<file path="config.mk">
export PLATFORM = sky130hd
export DESIGN_NAME = fifo_stream_reader_flat
export DESIGN_NICKNAME = d
export VERILOG_FILES = /design/src/rtl/fifo_stream_reader_pkg.sv /design/src/rtl/fifo_stream_reader_if.sv /design/src/rtl/fifo_stream_reader_buf.sv /design/src/rtl/fifo_stream_reader.sv /design/src/flat_wrapper.sv
export SDC_FILE = /design/constraint.sdc
export NUM_CORES = 1
export LEC_CHECK = 0
export CELL_PAD_IN_SITES_DETAIL_PLACEMENT = 1
export CELL_PAD_IN_SITES_GLOBAL_PLACEMENT = 1
export CORE_MARGIN = 3
export CORE_UTILIZATION = 50
export CTS_CLUSTER_DIAMETER = 80
export DETAILED_ROUTE_END_ITERATION = 16
export HOLD_SLACK_MARGIN = 0.08
export PLACE_DENSITY_LB_ADDON = 0.1
export SETUP_SLACK_MARGIN = 0.5
export SLEW_MARGIN = 15
export SYNTH_ARGS = -nofsm -noshare
export SYNTH_HDL_FRONTEND = slang
export SYNTH_SLANG_ARGS = --single-unit
</file>
<file path="constraint.sdc">
create_clock -name clk -period 3 [get_ports clk]
set_input_delay 0.3 -clock clk [delete_from_list [all_inputs] [get_ports clk]]
set_output_delay 0.3 -clock clk [all_outputs]
set_load 0.1 [all_outputs]
</file>
<file path="src/rtl/fifo_stream_reader_pkg.sv">
// Shared defaults and a width helper for the FIFO stream reader.
// Latency: n/a (package only).
// Backpressure: n/a (package only).
package fifo_stream_pkg;

    localparam int DEF_DATA_WIDTH  = 8;
    localparam int DEF_LATENCY     = 3;
    localparam int DEF_EMPTY_GUARD = 2;
    localparam int COUNT_W         = 16;

    // Bits needed to hold values 0..max_val (always at least one bit).
    function automatic int cnt_width(input int max_val);
        return (max_val < 2) ? 1 : $clog2(max_val + 1);
    endfunction

endpackage

</file>
<file path="src/rtl/fifo_stream_reader_if.sv">
// Upstream FIFO read port plus downstream valid/ready stream, bundled.
// Latency: n/a (signal bundle only).
// Backpressure: out_ready from the stream sink throttles the reader.
interface fifo_stream_reader_if
    import fifo_stream_pkg::*;
#(
    parameter int DATA_WIDTH = DEF_DATA_WIDTH
) ();

    logic                  fifo_empty;
    logic                  fifo_read;
    logic [DATA_WIDTH-1:0] fifo_read_data;
    logic                  out_valid;
    logic                  out_ready;
    logic [DATA_WIDTH-1:0] out_data;

    // Reader side: consumes the FIFO, produces the stream.
    modport master (
        input  fifo_empty,
        input  fifo_read_data,
        input  out_ready,
        output fifo_read,
        output out_valid,
        output out_data
    );

    // Environment side: the FIFO and the stream sink.
    modport slave (
        output fifo_empty,
        output fifo_read_data,
        output out_ready,
        input  fifo_read,
        input  out_valid,
        input  out_data
    );

endinterface

</file>
<file path="src/rtl/fifo_stream_reader_buf.sv">
// Circular skid buffer holding words returned by the FIFO until the sink takes them.
// Latency: a pushed word is visible at pop_data one cycle after the push edge.
// Backpressure: none internally; caller must never push when full or pop when empty.
module stream_out_buffer
    import fifo_stream_pkg::*;
#(
    parameter int DATA_WIDTH = DEF_DATA_WIDTH,
    parameter int DEPTH      = DEF_LATENCY + 1,
    localparam int PTR_W     = cnt_width(DEPTH - 1),
    localparam int OCC_W     = cnt_width(DEPTH)
) (
    input  logic                  clk,
    input  logic                  reset,
    input  logic                  push,
    input  logic [DATA_WIDTH-1:0] push_data,
    input  logic                  pop,
    output logic [DATA_WIDTH-1:0] pop_data,
    output logic [OCC_W-1:0]      occupancy
);

    logic [DATA_WIDTH-1:0] mem [DEPTH];
    logic [PTR_W-1:0]      head;
    logic [PTR_W-1:0]      tail;

    // Pointers wrap at DEPTH, which need not be a power of two.
    function automatic logic [PTR_W-1:0] ptr_next(input logic [PTR_W-1:0] p);
        return (p == PTR_W'(DEPTH - 1)) ? '0 : p + PTR_W'(1);
    endfunction

    assign pop_data = mem[head];

    // Pointer and occupancy bookkeeping; push+pop together leaves occupancy unchanged.
    always_ff @(posedge clk or negedge reset) begin
        if (!reset) begin
            head      <= '0;
            tail      <= '0;
            occupancy <= '0;
        end else begin
            if (push) tail <= ptr_next(tail);
            if (pop)  head <= ptr_next(head);
            if (push && !pop)
                occupancy <= occupancy + OCC_W'(1);
            else if (pop && !push)
                occupancy <= occupancy - OCC_W'(1);
        end
    end

    // Data storage carries no reset; stale entries are never visible since occupancy gates them.
    always_ff @(posedge clk) begin
        if (push) mem[tail] <= push_data;
    end

endmodule

</file>
<file path="src/rtl/fifo_stream_reader.sv">
// Turns a fixed-latency FIFO read port into a valid/ready stream (optional out_count via FIFO_STREAM_READER_COUNT_EN).
// Latency: first word LATENCY+EMPTY_GUARD+1 cycles after fifo_empty falls, then one word per cycle.
// Backpressure: reads are issued only while inflight+buffered words fit the LATENCY+1 buffer.
module fifo_stream_reader
    import fifo_stream_pkg::*;
#(
    parameter int DATA_WIDTH  = DEF_DATA_WIDTH,
    parameter int LATENCY     = DEF_LATENCY,
    parameter int EMPTY_GUARD = DEF_EMPTY_GUARD
) (
    input  logic                clk,
    input  logic                reset,
    fifo_stream_reader_if.master bus
`ifdef FIFO_STREAM_READER_COUNT_EN
    ,
    output logic [COUNT_W-1:0]  out_count
`endif
);

    localparam int BUF_DEPTH = LATENCY + 1;
    localparam int OCC_W     = cnt_width(BUF_DEPTH);
    localparam int GUARD_W   = cnt_width(EMPTY_GUARD);
    localparam int CREDIT_W  = cnt_width(LATENCY + BUF_DEPTH);

    logic [LATENCY-1:0]  inflight_sr;
    logic [GUARD_W-1:0]  guard_cnt;
    logic [OCC_W-1:0]    occupancy;
    logic [CREDIT_W-1:0] inflight_cnt;
    logic [CREDIT_W-1:0] credit_used;
    logic                capture;
    logic                pop;
    logic                guard_done;
    logic                read_en;

    // The oldest inflight bit marks the edge where fifo_read_data holds that read's word.
    assign capture    = inflight_sr[LATENCY-1];
    assign pop        = bus.out_valid & bus.out_ready;
    assign guard_done = (guard_cnt == '0);

    // Count of reads issued but not yet returned.
    always_comb begin
        inflight_cnt = '0;
        for (int i = 0; i < LATENCY; i++)
            inflight_cnt = inflight_cnt + CREDIT_W'(inflight_sr[i]);
    end

    // Slots already claimed once this cycle's pop is credited back.
    assign credit_used = inflight_cnt + CREDIT_W'(occupancy) - CREDIT_W'(pop);

    // Read strobe is combinational so it drops in the same cycle fifo_empty rises.
    assign read_en       = reset & ~bus.fifo_empty & guard_done
                         & (credit_used < CREDIT_W'(BUF_DEPTH));
    assign bus.fifo_read = read_en;
    assign bus.out_valid = (occupancy != '0);

    // Track outstanding reads: each edge shifts in the current strobe.
    always_ff @(posedge clk or negedge reset) begin
        if (!reset)
            inflight_sr <= '0;
        else
            inflight_sr <= {inflight_sr[LATENCY-2:0], read_en};
    end

    // Guard holds off the first read until fifo_empty has stayed low long enough.
    always_ff @(posedge clk or negedge reset) begin
        if (!reset)
            guard_cnt <= GUARD_W'(EMPTY_GUARD);
        else if (bus.fifo_empty)
            guard_cnt <= GUARD_W'(EMPTY_GUARD);
        else if (!guard_done)
            guard_cnt <= guard_cnt - GUARD_W'(1);
    end

    stream_out_buffer #(
        .DATA_WIDTH (DATA_WIDTH),
        .DEPTH      (BUF_DEPTH)
    ) u_buf (
        .clk       (clk),
        .reset     (reset),
        .push      (capture),
        .push_data (bus.fifo_read_data),
        .pop       (pop),
        .pop_data  (bus.out_data),
        .occupancy (occupancy)
    );

`ifdef FIFO_STREAM_READER_COUNT_EN
    // Accepted-word counter, wraps naturally at its width.
    always_ff @(posedge clk or negedge reset) begin
        if (!reset)
            out_count <= '0;
        else if (pop)
            out_count <= out_count + COUNT_W'(1);
    end
`endif

endmodule

</file>
<file path="src/flat_wrapper.sv">
// flat-port wrapper written by rule: the top's interface ports become plain ports
module fifo_stream_reader_flat import fifo_stream_pkg::*;
#(
    parameter int DATA_WIDTH  = DEF_DATA_WIDTH,
    parameter int LATENCY     = DEF_LATENCY,
    parameter int EMPTY_GUARD = DEF_EMPTY_GUARD
)
  (clk, reset, bus_fifo_empty, bus_fifo_read_data, bus_out_ready, bus_fifo_read, bus_out_valid, bus_out_data);
  fifo_stream_reader_if #(.DATA_WIDTH(DATA_WIDTH)) bus_i ();
  input  logic clk;
  input  logic reset;
  input wire logic [$bits(bus_i.fifo_empty)-1:0] bus_fifo_empty;
  input wire logic [$bits(bus_i.fifo_read_data)-1:0] bus_fifo_read_data;
  input wire logic [$bits(bus_i.out_ready)-1:0] bus_out_ready;
  output wire logic [$bits(bus_i.fifo_read)-1:0] bus_fifo_read;
  output wire logic [$bits(bus_i.out_valid)-1:0] bus_out_valid;
  output wire logic [$bits(bus_i.out_data)-1:0] bus_out_data;
  assign bus_i.fifo_empty = bus_fifo_empty;
  assign bus_i.fifo_read_data = bus_fifo_read_data;
  assign bus_i.out_ready = bus_out_ready;
  assign bus_fifo_read = bus_i.fifo_read;
  assign bus_out_valid = bus_i.out_valid;
  assign bus_out_data = bus_i.out_data;
  fifo_stream_reader #(.DATA_WIDTH(DATA_WIDTH), .LATENCY(LATENCY), .EMPTY_GUARD(EMPTY_GUARD)) u_core (.clk(clk), .reset(reset), .bus(bus_i));
endmodule
</file>
==> results of run 1 <==
-- critical path: cells and delay by family (launching register included) --
kind / cells / cell delay [ns]
DFF: 1 / 0.42
adders and majority gates: 2 / 0.52
and+or+nand+nor: 3 / 0.53
AOI/OAI and AO/OA: 2 / 0.35
buffers and inverters: 3 / 0.27
-- power by group --
group	total [mW]	switching, mW	leakage, nW	internal (mW)
Sequential	0.839	0.105	0.436	0.734
Clock	0.351	0.189	0.0479	0.162
Combinational	1.20	0.777	0.416	0.425
Total	2.39	1.07	0.900	1.32
-- cells in the final DEF, fill, tap and decap left out, types with 2 or more instances in the layout --
cell type,n
and2_1,4
buf_4,16
clkbuf_8,5
clkdlybuf4s50_1,11
clkinv_2,2
dfrtp_1,10
edfxtp_1,32
ha_1,10
ha_4,2
inv_1,11
inv_2,2
mux2_4,2
mux4_2,8
nand3_2,2
nor2_1,4
o21ai_0,2
xnor2_1,2
xor2_1,3
-- final timing paths --
check | start | end | slack (ns) | cells after the start
worst max-delay path | u_core.u_buf.occupancy[0] | bus_fifo_read | 0.31 | 10
worst min register to register | u_core.inflight_sr[0] | u_core.inflight_sr[1] | 0.40 | 0
max in group asynchronous | reset | u_core.guard_cnt[1] | 2.45 | 2
worst max register to register | u_core.u_buf.occupancy[0] | u_core.u_buf.occupancy[2] | 0.79 | 9
min in group clk | u_core.inflight_sr[0] | u_core.inflight_sr[1] | 0.40 | 0
worst min-delay path | reset | u_core.u_buf.head[0] | 0.31 | 2
-- registers in the layout (all words and copies together), names as in the netlist --
register	cells
u_core.guard_cnt	2
u_core.inflight_sr	3
u_core.u_buf.head	2
u_core.u_buf.mem	32
u_core.u_buf.occupancy	3
u_core.u_buf.tail	2
-- per-layer routing --
metal / wire (um) / up-vias
li1: - / 459
met3: 136 / 7
met4: 46 / 0
met1: 1380 / 495
met2: 1900 / 24
met5: 0 / -
-- through the flow --
stage | instances | utilization (%) | instance area (um^2) | worst slack, ns
after floorplan | 109 | - | 1890 | 0.183
after global placement | 175 | 61.9 | 2150 | 0.565
after detailed placement | 175 | 61.9 | 2150 | 0.468
after CTS | 189 | 66.7 | 2310 | 0.284
after global routing | 189 | 66.8 | 2320 | 0.224
final | 189 | 66.8 | 2320 | 0.308
-- final cells by class --
type                    instances  area share (%)
clock inverters                 3           0.809
repair buffers                 28            10.8
clock buffers                   5            2.97
multi-input cells              50            26.3
inverters                      13            2.10
well taps                      46            2.48
flip-flops and latches         44            54.5
-- kinds of logic (layout without fill, tap and decap cells) --
group	count (synthesis)	after routing	synth area share [%]
and+or+nand+nor	15	15	4.72
xor gates and xnor gates	5	5	2.33
AOI/OAI and AO/OA	6	6	1.93
DFF	44	44	67.1
muxes	11	11	11.8
adders and majority gates	13	13	9.05
buffers and inverters	15	49	3.06
-- what timing repair did --
action                     CTS  global route
buffers inserted             6             0
setup endpoints to repair    1             1
resized for setup            6             1
pin swaps                    5             4
==> impl_metrics.csv, run 1 <==
group,metric,value,unit
setup_path,critPathKind,"flip-flop to output pin",
drt,avgRoutedWirePerCell,18.3,um
yosys,synth_common_cells,"32 x edfxtp_1, 13 x inv_1, 12 x ha_1, 11 x dfrtp_1, 8 x mux4_2",
clock_network,ctsHtreeMaxLevel,2,
setup_path,crit_chain,"or3_4, nand2_4, inv_2, ha_4, inv_2, ha_4, nand3_2, a21o_1, a21oi_4, buf_12",
drt,dr.pass1.iters,4,
sta,period_share,89.7,%
drt,drc_errors,0,
sta,tightestPinTransition,0.613,ns
job,max-cap-violations,0,
yosys,syn_area,1880,um^2
power_and_ir_drop,max-vdd-ir-drop,0.535,mV
layout,fillerInstances,323,
yosys,ys_ff_latch,44,
yosys,yosysUniqueCellTypes,24,
sta,fin_crit,2.69,ns
setup_path,start_kind,"flip-flop",
grt,grt_pass1_vias,1172,
sta,finalClockSkew,0.00458,ns
drt,wl,3.46,mm
clock_network,cts.sinks,44,
setup_path,arrival,2.39,ns
die,io_pins,22,
clock_network,tritoncts,"done",
setup_path,path_max_fanout,2,
drt,drt_iter0_markers,47,
grt,gr-usage-met2,34.1,%
yosys,syn_nets,134,
power_and_ir_drop,p_per_area,1030,nW/um^2
yosys,async_flop_share,27.3,%
clock_network,cts_root_buf,"clkbuf_8",
sta,maxSlewViolCount,0,
die,fp.dieArea,4530,um^2
setup_path,max_stage_delay,0.42,ns
placement,place.gp.congestion,0.796,
placement,port_buffers,21,
layout,regArea,1260,um^2
grt,grt_max_degree,15,
placement,dp_hpwl,2.39,mm
sta,setup_viol,0,
grt,grt_use_total,18.4,%
clock_network,ctsLongestPathBuffers,2,
yosys,synth-main-ff-cell,"edfxtp_1",
yosys,synth_warnings,0,
sta,fmax,0.371,GHz
grt,use_met3,3.99,%
clock_network,clkSlewWorstSetupHoldPaths,0.08,ns
grt,busiest_layer,"met2",
yosys,ys_seq_area_share,67.1,%
yosys,synth_area_per_cell,17.3,um^2
sta,slew_headroom,59.1,%
layout,syn_to_final_growth,23.3,%
yosys,synthCells,109,
die,chipHeight,67.3,um
sta,finalHoldViolations,0,
setup_path,end_kind,"output pin",
grt,grt_overflow,0,
layout,fin_nets,167,
die,core,3470,um^2
drt,vias_per_cell,5.21,
clock_network,cts_made_buffers,5,
sta,tns,0,ns
die,die-width,67.3,um
sta,rsz0062_at_grt,"true",
hold_path,min_path_type,"input pin to asynchronous set/reset pin",
outcome,status,"finished, final reports clean",
power_and_ir_drop,p_leak,0.900,nW
die,start_util,54.2,%
grt,use_met1,20.5,%
grt,grt_pass1_wl,5.80,mm
yosys,synth_top_area_share,51.1,%
yosys,synth_area_leaders,"edfxtp_1 51%, dfrtp_1 15%, mux4_2 9.6%",
die,rows,21,
yosys,synth_most_common_cell,"edfxtp_1",
drt,final_antenna_net_count,0,
drt,num_vias,985,
layout,multiInputGateArea,611,um^2
setup_path,cpMaxStageDelayCell,"dfrtp_2",
clock_network,cts_hold_buf,0,
sta,worst_hold_slack,0.314,ns
layout,num_antenna_cells,0,
yosys,synth_edf_count,32,
clock_network,worstSkewPairLatency,0.29,ns
layout,drive_above_1_share,33.6,%
grt,antenna_found_initial,0,
setup_path,critPathRequiredTime,2.70,ns
power_and_ir_drop,p_total,2.39,mW
yosys,yosys.area.top_type,"edfxtp_1",
(Power assumes the default switching activity.)
==> run 2: changes to the inputs <==
--- a/config.mk
+++ b/config.mk
@@ -11,6 +11,7 @@
 export CORE_UTILIZATION = 50
 export CTS_CLUSTER_DIAMETER = 80
 export DETAILED_ROUTE_END_ITERATION = 16
+export GPL_TIMING_DRIVEN = 0
 export HOLD_SLACK_MARGIN = 0.08
 export PLACE_DENSITY_LB_ADDON = 0.1
 export SETUP_SLACK_MARGIN = 0.5
==> impl_metrics.csv, run 2 (same netlist as run 1, synthesis figures left out) <==
group,metric,value,unit
outcome,status,"finished, final reports clean",
die,chipHeight,67.3,um
setup_path,arrival,2.46,ns
setup_path,max_stage_delay,0.40,ns
die,start_util,54.2,%
layout,multiInputGateArea,631,um^2
power_and_ir_drop,p_int,1.37,mW
power_and_ir_drop,p_clk_share,14.3,%
sta,slew_headroom,35.9,%
clock_network,clkSlewWorstSetupHoldPaths,0.08,ns
hold_path,min_path_type,"input pin to asynchronous set/reset pin",
job,max-cap-violations,0,
grt,grt_pass1_wl,6.07,mm
layout,post-route-util,68.4,%
layout,top_regs,"u_core.u_buf.mem: 32 flops, u_core.inflight_sr: 3 flops, u_core.u_buf.occupancy: 3 flops",
sta,setup_viol,0,
sta,finalHoldViolations,0,
layout,final_common_cell,"edfxtp_1",
die,rows,21,
setup_path,reg2reg_depth,9,
clock_network,ctsHtreeMaxLevel,2,
setup_path,start_kind,"flip-flop",
placement,place.gp.congestion,0.722,
drt,drc_errors,0,
drt,drt_iter0_markers,52,
grt,grt_max_degree,14,
setup_path,crit_chain,"or3_4, nand2_4, inv_4, ha_4, inv_2, ha_4, nand3_4, a21o_1, a21oi_4, buf_12",
layout,fin_nets,168,
setup_path,critPathKind,"flip-flop to output pin",
clock_network,cts_made_buffers,5,
sta,fin_crit,2.76,ns
placement,dp_hpwl,2.42,mm
drt,dr.pass1.iters,4,
drt,num_vias,1036,
die,die-width,67.3,um
sta,period_share,92.0,%
grt,grt_pass1_vias,1162,
layout,drive_above_1_share,31.9,%
clock_network,tritoncts,"done",
layout,fillerInstances,307,
layout,syn_to_final_growth,26.1,%
grt,grt_overflow,0,
die,io_pins,22,
layout,regMostFlops,"u_core.u_buf.mem",
setup_path,rr_endpoint,"u_core.u_buf.occupancy[2]",
power_and_ir_drop,power.switching,1.13,mW
sta,fmax,0.362,GHz
layout,largest_reg_flops,32,
sta,maxSlewViolCount,0,
clock_network,cts_hold_buf,0,
sta,tightestPinTransition,0.958,ns
layout,layout_common_cells,"32 x edfxtp_1, 12 x clkdlybuf4s50_1, 11 x inv_1, 10 x dfrtp_1, 9 x ha_1",
placement,dpl_worst_slack,-0.466,ns
sta,rsz0062_at_grt,"true",
drt,final_antenna_net_count,0,
layout,finalInstanceArea,2370,um^2
clock_network,worstSkewPairLatency,0.31,ns
power_and_ir_drop,pwr-share-comb,54.5,%
setup_path,timing.rr.start,"u_core.u_buf.occupancy[2]",
setup_path,path_max_fanout,2,
setup_path,critPathRequiredTime,2.70,ns
clock_network,cts_root_buf,"clkbuf_8",
sta,finalClockSkew,0.00565,ns
clock_network,ctsLongestPathBuffers,2,
power_and_ir_drop,p_total,2.51,mW
sta,finalWorstSetupSlack,0.240,ns
placement,port_buffers,21,
layout,num_antenna_cells,0,
setup_path,end_kind,"output pin",
power_and_ir_drop,seqPwrFrac,31.2,%
setup_path,cpMaxStageDelayCell,"or3_4",
power_and_ir_drop,p_leak,0.893,nW
drt,wl,3.93,mm
grt,grt_use_total,20.0,%
die,core,3470,um^2
grt,antenna_found_initial,0,
power_and_ir_drop,p_per_area,1060,nW/um^2
clock_network,cts.sinks,44,
die,fp.dieArea,4530,um^2
drt,vias_per_cell,5.45,
power_and_ir_drop,max-vdd-ir-drop,0.523,mV
setup_path,r2r_setup_slack,0.83,ns
setup_path,path_common_cell,"ha_4",
placement,placed_area,2160,um^2
drt,avgRoutedWirePerCell,20.7,um
sta,tns,0,ns
power_and_ir_drop,swShare,45.2,%
layout,regArea,1260,um^2
[run 2: cell count changes in the layout (fill, tap and decap cells not counted), moves of 2 or more]
cell             change
clkinv_2             -2
clkbuf_1             +2
clkdlybuf4s15_2      +8
buf_4               -10
[run 2: metal layers]
layer	global-route usage [%]	up-vias	wire length, um
met5	0	-	0
met4	14.9	0	157
met1	21.8	534	1540
met2	34.6	26	2100
met3	3.66	13	136
li1	-	463	-
[run 2: metrics by stage]
step                      cells  hold slack (ns)
final                       190            0.380
after global routing        190            0.416
after CTS                   188            0.380
after detailed placement    176            0.389
after global placement      176            0.372
after floorplan             109          0.00441
[run 2: timing repair]
action	4_1_cts	5_1_grt
endpoints found under the setup margin	9	1
buffers inserted	4	2
pin swaps	5	7
resized for setup	40	3
[run 2: worst max-delay path: cells and delay by family, from the launching register on]
| kind | cells | cell delay, ns |
|---|---|---|
| AO/OA/AOI/OAI | 2 | 0.39 |
| adder cells (fa/ha/maj) | 2 | 0.52 |
| buffers and inverters | 3 | 0.28 |
| flip-flops | 1 | 0.39 |
| AND/OR/NAND/NOR | 3 | 0.56 |
[run 2: final cells by class]
cell class,instances,area share [%]
clock inverters,2,0.475
clock buffers,6,3.06
multi-input cells,50,26.6
inverters,13,2.16
plain buffers,2,0.369
repair buffers,27,11.6
well taps,46,2.43
flip-flops and latches,44,53.3
[run 2: power groups by stage]
stage | logic (mW) | registers, mW | clock network (mW)
after floorplan | 0.932 | 0.792 | 0
after global placement | 1.13 | 0.802 | 0
after detailed placement | 1.17 | 0.812 | 0
after CTS | 1.26 | 0.781 | 0.368
after global routing | 1.45 | 0.792 | 0.399
final | 1.37 | 0.782 | 0.359
[run 2: how the worst max path moves through the flow]
stage                               end                      start  depth (start not counted)  slack, ns
after floorplan           bus_fifo_read  u_core.u_buf.occupancy[0]                          9       0.18
after global placement    bus_fifo_read  u_core.u_buf.occupancy[0]                         10      -0.38
after detailed placement  bus_fifo_read  u_core.u_buf.occupancy[0]                         10      -0.47
after CTS                 bus_fifo_read  u_core.u_buf.occupancy[0]                         10       0.28
after global routing      bus_fifo_read  u_core.u_buf.occupancy[2]                         10       0.17
final                     bus_fifo_read  u_core.u_buf.occupancy[2]                         10       0.24
==> run 3: changes to the inputs <==
--- a/config.mk
+++ b/config.mk
@@ -8,11 +8,11 @@
 export CELL_PAD_IN_SITES_DETAIL_PLACEMENT = 1
 export CELL_PAD_IN_SITES_GLOBAL_PLACEMENT = 1
 export CORE_MARGIN = 3
-export CORE_UTILIZATION = 50
+export CORE_UTILIZATION = 52
+export CTS_BUF_LIST = sky130_fd_sc_hd__clkbuf_8
 export CTS_CLUSTER_DIAMETER = 80
 export DETAILED_ROUTE_END_ITERATION = 16
 export GPL_TIMING_DRIVEN = 0
-export HOLD_SLACK_MARGIN = 0.08
 export PLACE_DENSITY_LB_ADDON = 0.1
 export SETUP_SLACK_MARGIN = 0.5
 export SLEW_MARGIN = 15
==> impl_metrics.csv, run 3 (same netlist as run 1, synthesis figures left out) <==
group,metric,value,unit
setup_path,start_kind,"flip-flop",
sta,finalClockSkew,0.00511,ns
sta,tns,0,ns
drt,wl_met1,1.33,mm
sta,maxSlewViolCount,0,
setup_path,arrival,2.38,ns
power_and_ir_drop,p_per_area,1030,nW/um^2
grt,grt_max_degree,15,
placement,place.gp.congestion,0.759,
layout,top_regs,"u_core.u_buf.mem: 32 flops, u_core.inflight_sr: 3 flops, u_core.u_buf.occupancy: 3 flops",
die,die-width,66.1,um
die,start_util,55.1,%
placement,port_buffers,21,
sta,fin_crit,2.68,ns
sta,rsz0062_at_grt,"true",
outcome,status,"finished, final reports clean",
placement,dp.cells,176,
setup_path,path_depth,10,
drt,routed-wl-met3,149,um
power_and_ir_drop,seqPwrFrac,32.6,%
setup_path,path_max_fanout,2,
setup_path,timing.rr.start,"u_core.u_buf.occupancy[2]",
sta,tightestPinTransition,0.967,ns
drt,num_vias,981,
clock_network,cts.sinks,44,
grt,grt_use_total,18.2,%
sta,fmax,0.373,GHz
power_and_ir_drop,power.switching,1.08,mW
placement,dp_hpwl,2.36,mm
power_and_ir_drop,max-vdd-ir-drop,0.489,mV
clock_network,cts_hold_buf,0,
setup_path,endpoint,"bus_fifo_read",
clock_network,cts_root_buf,"clkbuf_8",
drt,dr_wl_met2,1.85,mm
die,chipHeight,66.1,um
setup_path,critPathRequiredTime,2.70,ns
layout,final_common_cell,"edfxtp_1",
job,max-cap-violations,0,
clock_network,cts_made_buffers,5,
drt,drt_iter0_markers,27,
power_and_ir_drop,swShare,44.7,%
power_and_ir_drop,p_clk_share,14.4,%
setup_path,path_buf_inv,3,
setup_path,critPathKind,"flip-flop to output pin",
drt,vias_per_cell,5.19,
drt,dr.pass1.iters,4,
clock_network,ctsLongestPathBuffers,2,
die,io_pins,22,
clock_network,clkSlewWorstSetupHoldPaths,0.08,ns
layout,drive_above_1_share,31.5,%
die,fp.dieArea,4370,um^2
clock_network,ctsHtreeMaxLevel,2,
setup_path,cpMaxStageDelayCell,"or3_4",
clock_network,tritoncts,"done",
grt,antenna_found_initial,0,
layout,regMostFlops,"u_core.u_buf.mem",
power_and_ir_drop,p_leak,0.887,nW
sta,setup_viol,0,
layout,largest_reg_flops,32,
setup_path,r2r_setup_slack,0.81,ns
setup_path,rr_endpoint,"u_core.u_buf.occupancy[2]",
grt,grt_pass1_vias,1114,
setup_path,critical_path.top_delay_family,"simple AND/OR/NAND/NOR gates",
setup_path,crit_chain,"or3_4, nand2_4, inv_4, ha_4, inv_2, ha_4, nand3_2, a21o_1, a21oi_4, buf_12",
grt,grt_pass1_wl,5.58,mm
sta,finalHoldViolations,0,
hold_path,min_path_type,"input pin to asynchronous set/reset pin",
drt,avgRoutedWirePerCell,17.9,um
layout,layout_common_cells,"32 x edfxtp_1, 12 x clkdlybuf4s50_1, 11 x inv_1, 10 x ha_1, 10 x dfrtp_1",
drt,drc_errors,0,
drt,maxUsedRoutingLayer,"met4",
layout,num_antenna_cells,0,
die,core,3420,um^2
setup_path,max_stage_delay,0.41,ns
drt,wl,3.37,mm
grt,grt_overflow,0,
power_and_ir_drop,pwr-share-comb,53.0,%
setup_path,crit_path_start,"u_core.u_buf.occupancy[2]",
layout,syn_to_final_growth,24.8,%
die,rows,21,
setup_path,path_common_cell,"ha_4",
drt,final_antenna_net_count,0,
sta,period_share,89.3,%
layout,layoutNonFillerInstCount,189,
layout,fin_nets,167,
power_and_ir_drop,p_int,1.33,mW
setup_path,reg2reg_depth,9,
setup_path,end_kind,"output pin",
clock_network,worstSkewPairLatency,0.28,ns
sta,slew_headroom,35.3,%
[run 3: power groups by stage]
stage | logic, mW | clock network [mW] | registers, mW
after floorplan | 0.932 | 0 | 0.792
after global placement | 1.12 | 0 | 0.801
after detailed placement | 1.17 | 0 | 0.812
after CTS | 1.26 | 0.355 | 0.779
after global routing | 1.35 | 0.388 | 0.794
final | 1.28 | 0.347 | 0.784
[run 3: worst min-delay path by stage]
stage | from | depth (start not counted) | endpoint
finish | reset | 1 | u_core.u_buf.occupancy[2]
global route | reset | 1 | u_core.u_buf.occupancy[2]
CTS | reset | 1 | u_core.u_buf.occupancy[2]
detailed placement | u_core.inflight_sr[1] | 0 | u_core.inflight_sr[2]
global placement | u_core.inflight_sr[1] | 0 | u_core.inflight_sr[2]
floorplan | reset | 0 | u_core.guard_cnt[0]
[run 3: worst register-to-register path: stages (launching register included)]
cell and delay (ns):
dfrtp_1 0.40, or3_4 0.41, nand2_4 0.08, buf_4 0.13
ha_1 0.18, inv_1 0.07, fa_1 0.40, xor2_1 0.19
nor2_1 0.08, xor2_1 0.14
[run 3: timing repair]
item / CTS / global route
pin swaps: 6 / 3
setup buffers: 5 / 0
gates resized for setup: 39 / 2
endpoints found under the setup margin: 9 / 1
gates cloned: 0 / 0
[run 3: area by class of cell]
cell class | count | area (um^2)
fillers | 311 | 1070
plain buffers | 2 | 8.76
well taps | 46 | 57.6
flip-flops and latches | 44 | 1260
clock inverters | 3 | 18.8
multi-input cells | 50 | 611
inverters | 13 | 51.3
clock buffers | 5 | 68.8
repair buffers | 26 | 268
[run 3: metal layers]
| layer | track usage, % | up-vias |
|---|---|---|
| met5 | 0 | - |
| met4 | 6.85 | 0 |
| met3 | 4.76 | 4 |
| met2 | 31.6 | 22 |
| met1 | 21.6 | 495 |
| li1 | - | 460 |
[run 3: stage by stage]
| stage | utilization [%] | total power [mW] | setup slack (ns) | hold WS (ns) | area [um^2] |
|---|---|---|---|---|---|
| 2_1_floorplan | - | 1.72 | 0.183 | 0.00441 | 1890 |
| 3_3_place_gp | 63.2 | 1.92 | -0.376 | 0.372 | 2160 |
| 6_report | 68.7 | 2.41 | 0.322 | 0.377 | 2350 |
| 3_5_place_dp | 63.2 | 1.98 | -0.449 | 0.373 | 2160 |
| 4_1_cts | 68.5 | 2.39 | 0.333 | 0.390 | 2340 |
| 5_1_grt | 68.7 | 2.54 | 0.231 | 0.403 | 2350 |
